## src/rtl/alu_operand_stage.sv

```systemverilog
// Operand-select and decode stage in front of the combinational ALU.
// A two-entry skid buffer (output register + skid register) keeps full throughput while in_ready is registered.
module alu_operand_stage #(
  parameter int XLEN  = 32,
  parameter int CNT_W = 16
) (
  input  logic             clk,
  input  logic             rst_n,
  input  logic             in_valid,
  output logic             in_ready,
  input  logic [2:0]       in_funct3,
  input  logic             in_funct7b5,
  input  logic             in_is_imm,
  input  logic [XLEN-1:0]  in_rs1_data,
  input  logic [XLEN-1:0]  in_rs2_data,
  input  logic [XLEN-1:0]  in_imm,
  output logic             out_valid,
  input  logic             out_ready,
  output logic [XLEN-1:0]  op1,
  output logic [XLEN-1:0]  op2,
  output logic [3:0]       alu_op,
  output logic             illegal,
  output logic [CNT_W-1:0] issued_count
);

  // Handshake: a transfer happens on a rising edge where valid && ready are both 1;
  // the producer holds its payload stable while valid && !ready.
  logic            in_fire;
  logic            out_fire;
  logic [3:0]      dec_op;
  logic            dec_ill;
  logic [XLEN-1:0] dec_op2;

  logic            skid_valid;
  logic [XLEN-1:0] skid_op1;
  logic [XLEN-1:0] skid_op2;
  logic [3:0]      skid_alu_op;
  logic            skid_illegal;

  assign in_fire  = in_valid && in_ready;
  assign out_fire = out_valid && out_ready;

  always_comb begin
    dec_op  = 4'b0000;
    dec_ill = 1'b0;
    case (in_funct3)
      3'b000: dec_op = (!in_is_imm && in_funct7b5) ? 4'b0001 : 4'b0000;
      3'b001: begin
        dec_op  = 4'b0101;
        dec_ill = in_funct7b5;
      end
      3'b010: dec_op = 4'b1000;
      3'b011: dec_op = 4'b1001;
      3'b100: dec_op = 4'b0100;
      3'b101: dec_op = in_funct7b5 ? 4'b0111 : 4'b0110;
      3'b110: dec_op = 4'b0011;
      default: dec_op = 4'b0010;
    endcase
    // Only ADD/SUB and SRL/SRA give bit 30 a meaning in R-type encodings.
    if (!in_is_imm && in_funct7b5 && (in_funct3 != 3'b000) && (in_funct3 != 3'b101))
      dec_ill = 1'b1;
    if (dec_ill)
      dec_op = 4'b0000;
  end

  always_comb begin
    dec_op2 = in_rs2_data;
    if (in_is_imm) begin
      if ((in_funct3 == 3'b001) || (in_funct3 == 3'b101))
        dec_op2 = {{(XLEN-5){1'b0}}, in_imm[4:0]};
      else
        dec_op2 = in_imm;
    end
  end

  always_ff @(posedge clk or negedge rst_n) begin
    if (!rst_n) begin
      out_valid    <= 1'b0;
      in_ready     <= 1'b1;
      op1          <= '0;
      op2          <= '0;
      alu_op       <= 4'b0000;
      illegal      <= 1'b0;
      skid_valid   <= 1'b0;
      skid_op1     <= '0;
      skid_op2     <= '0;
      skid_alu_op  <= 4'b0000;
      skid_illegal <= 1'b0;
      issued_count <= '0;
    end else begin
      if (out_fire)
        issued_count <= issued_count + 1'b1;

      if (out_fire && skid_valid) begin
        // in_ready is low whenever skid is full, so no new input competes here.
        op1        <= skid_op1;
        op2        <= skid_op2;
        alu_op     <= skid_alu_op;
        illegal    <= skid_illegal;
        skid_valid <= 1'b0;
        in_ready   <= 1'b1;
      end else if (in_fire && (!out_valid || out_fire)) begin
        out_valid <= 1'b1;
        op1       <= in_rs1_data;
        op2       <= dec_op2;
        alu_op    <= dec_op;
        illegal   <= dec_ill;
      end else if (in_fire) begin
        skid_valid   <= 1'b1;
        skid_op1     <= in_rs1_data;
        skid_op2     <= dec_op2;
        skid_alu_op  <= dec_op;
        skid_illegal <= dec_ill;
        in_ready     <= 1'b0;
      end else if (out_fire) begin
        out_valid <= 1'b0;
      end
    end
  end

endmodule

```

## config.mk

```make
export PLATFORM = sky130hd
export DESIGN_NAME = alu_operand_stage
export DESIGN_NICKNAME = d
export VERILOG_FILES = /design/src/rtl/alu_operand_stage.sv
export SDC_FILE = /design/constraint.sdc
export NUM_CORES = 1
export LEC_CHECK = 0
export CAP_MARGIN = 15
export CELL_PAD_IN_SITES_DETAIL_PLACEMENT = 0
export CELL_PAD_IN_SITES_GLOBAL_PLACEMENT = 2
export CORE_AREA = 2 2 125 175
export DETAILED_ROUTE_END_ITERATION = 10
export DIE_AREA = 0 0 127 177
export PLACE_DENSITY_LB_ADDON = 0.3
export SETUP_SLACK_MARGIN = 0.05
export SLEW_MARGIN = 20
export SYNTH_ARGS = -nofsm -noshare
export SYNTH_HDL_FRONTEND = slang
export SYNTH_SLANG_ARGS = --single-unit
```

## constraint.sdc

```tcl
create_clock -name clk -period 3.01 [get_ports clk]
set_input_delay 0.602 -clock clk [delete_from_list [all_inputs] [get_ports clk]]
set_output_delay 0.602 -clock clk [all_outputs]
set_load 0.01 [all_outputs]
```

==> flow_metrics.tcl <==
set metrics [dict create \
    critPathKind "in2reg" \
    cts_hold_buf 0 \
    ys_async_sr_fraction 1.00 \
    routabilityCongestion 0.770 \
    drtIter0Drc 411 \
    antenna_found_initial 0 \
    setup-tns-final_ns 0 \
    syn_inst 584 \
    slew_violations 0 \
    grt_pass1_vias 5363 \
    diodes 0 \
    max_stage_delay_ns 0.56 \
    finalCriticalPeriod_ns 2.18 \
    clkLatencyLatePin_ns 0.42 \
    place_hpwl_um 12000 \
    skew_ns 0.00968 \
    antenna_left 0 \
    clk_path_buf_depth 2 \
    intPower_mw 3.49 \
    cts_buffers 17 \
    die_y_um 177 \
    rows 63 \
    cts_setup_buffers 0 \
    synth_area_um2 6790 \
    cts_sinks 157 \
    pin_count 192 \
    r2r_setup_slack_ns 1.00 \
    finalCritPeriodShare 0.726 \
    cts_tree "yes" \
    core_area_um2 21000 \
    swShare 0.214 \
    slowest_stage "a21o_2" \
    wl_per_cell_um 16.8 \
    fmax_mhz 458 \
    dieWidth_um 127 \
    p_leak_nw 4.44 \
    drc_errors 0 \
    ys_types 41 \
    synth-seq-area-share 0.578 \
    io_buffers 191 \
    wirelength_um 17400 \
    grt_overflow_total 0 \
    cts_resized 0 \
    outcome "finished, final reports clean" \
    seqPwrFrac 0.476 \
    hold_violations 0 \
    crit_path_max_fanout 31 \
    start_util 0.324 \
    synth_edf_count 0 \
    worstPathRequired_ns 3.36 \
    synthFlopType "dfrtp_1" \
    p_per_area_nw_per_um2 466 \
    dr.pass1.iters 6 \
    peakVddDrop_mv 0.368 \
    yosysWarnings 0 \
    power_frac_comb 0.062 \
    drive_above_1_share 0.115 \
    area_growth_pct 40.2 \
    crit_path_end_kind "register" \
    ctsRootBufferMaster "clkbuf_16" \
    max_slew_margin 0.545 \
    post-place-ws_ns 0.397 \
    pwr-share-clk 0.462 \
    grt_max_degree 71 \
    cap_violations 0 \
    synth-seq-cells 157 \
    clkTransAtPathRegs_ns 0.06 \
    min_path_type "in2async" \
    worstPathCellList "clkdlybuf4s50_1, nor2b_4, a21o_2, buf_4, a222oi_1, inv_1" \
    avgSynthCellArea_um2 11.6 \
    vias 5289 \
    grt_pass1_wl_um 27800 \
    final_common_cell "clkdlybuf4s50_1" \
    setup_viol 0 \
    rsz0062_at_grt "false" \
    setup_ws_ns 0.826 \
    vias_per_cell 5.09 \
    worst_pin_slew_ns 0.683 \
    num-fill-cells 1991 \
    die-area_um2 22500 \
    syn_nets 690 \
    grtUsageTotal 0.157 \
    layout_common_cells "189 x clkdlybuf4s50_1, 156 x dfrtp_1, 50 x nand2_1" \
    startpoint_type "input pin" \
    arrival_ns 2.54 \
    fin_nets 874 \
    h-tree-depth 4 \
    p_sw_uw 950 \
]
==> final cells by class <==
class,instances,area [um2],area share
Timing Repair Buffer,210,2100,0.220
Sequential cell,157,3930,0.412
Multi-Input combinational cell,345,2460,0.258
Inverter,37,139,0.0146
Tap cell,260,325,0.0341
Clock inverter,9,87.6,0.00919
Clock buffer,22,484,0.0508
==> registers in the layout, summed over array words and instances (netlist names) <==
signal / cells
skid_valid: 1
alu_op: 4
skid_op2: 32
issued_count: 16
skid_alu_op: 4
skid_illegal: 1
out_valid: 1
in_ready: 1
op2: 32
illegal: 1
skid_op1: 32
op1: 32
==> Yosys cell counts, types with 2 or more instances <==
cell	instances	share of area
dfrtp_1	156	0.57
nand2_1	50	0.028
o21ai_0	47	0.035
a22oi_1	37	0.041
inv_1	37	0.020
a222oi_1	32	0.047
mux2_4	28	0.062
nor2b_1	28	0.026
a31oi_1	27	0.025
o21ai_1	27	0.020
buf_2	20	0.015
clkbuf_1	12	0.0066
buf_6	10	0.017
xnor2_1	9	0.012
nor2_1	7	0.0039
nand3_1	6	0.0044
xor2_1	6	0.0077
mux2i_1	5	0.0074
a21oi_1	4	0.0029
mux2_1	4	0.0066
nand2b_1	4	0.0037
and3_1	3	0.0028
a21o_1	2	0.0022
buf_1	2	0.0011
nand4_1	2	0.0018
nor4_1	2	0.0018
o211ai_1	2	0.0022
o31ai_1	2	0.0022
==> per-layer routing <==
layer | track usage | part of all wire | routed length (um) | vias up
met2 | 0.262 | 0.48 | 8440 | 195
li1 | - | - | - | 2484
met3 | 0.0478 | 0.075 | 1300 | 16
met5 | 0 | 0 | 0 | -
met1 | 0.196 | 0.43 | 7430 | 2594
met4 | 0.0467 | 0.015 | 257 | 0
==> critical path, delay by kind of cell <==
kind                   cells  cell delay, ns
AO/OA/AOI/OAI              2            0.69
buffers and inverters      3            1.03
AND/OR/NAND/NOR            1            0.19
==> per-stage QoR <==
stage          std cells  hold WS, ns  cell area, um2   util  power (mW)
4_1_cts             1040        0.122            9530  0.454        4.50
6_report            1040        0.111            9530  0.454        4.44
3_3_place_gp        1009        0.461            8960  0.427        2.43
5_1_grt             1040        0.139            9530  0.454        4.62
2_1_floorplan        584        0.306            6790      -        2.22
3_5_place_dp        1009        0.468            8960  0.427        2.43
==> cells by family after synthesis <==
group	synth area share
AND/OR/NAND/NOR	0.0847
AO/OA/AOI/OAI	0.178
adder cells (fa/ha/maj)	0.00184
buffers and inverters	0.0602
flip-flops	0.578
XOR/XNOR	0.0193
multiplexers	0.0775
==> worst paths after layout <==
| kind | startpoint | to | depth (start not counted) |
|---|---|---|---|
| setup / recovery | out_ready | op1[25] | 6 |
| hold / removal | rst_n | issued_count[15] | 1 |
| setup reg to reg | out_valid | op1[25] | 5 |
| hold reg to reg | issued_count[15] | issued_count[15] | 1 |
| max in group asynchronous | rst_n | skid_op2[17] | 2 |
| min in group clk | issued_count[15] | issued_count[15] | 1 |
==> power by group through the flow <==
stage               sequential, mW  clock (mW)  combinational [mW]
global placement              2.15           0               0.277
detailed placement            2.15           0               0.283
CTS                           2.11        2.11               0.284
floorplan                     2.15           0              0.0709
global route                  2.11        2.20               0.305
finish                        2.11        2.05               0.277
Note: power is estimated with default switching activity, not from simulation.
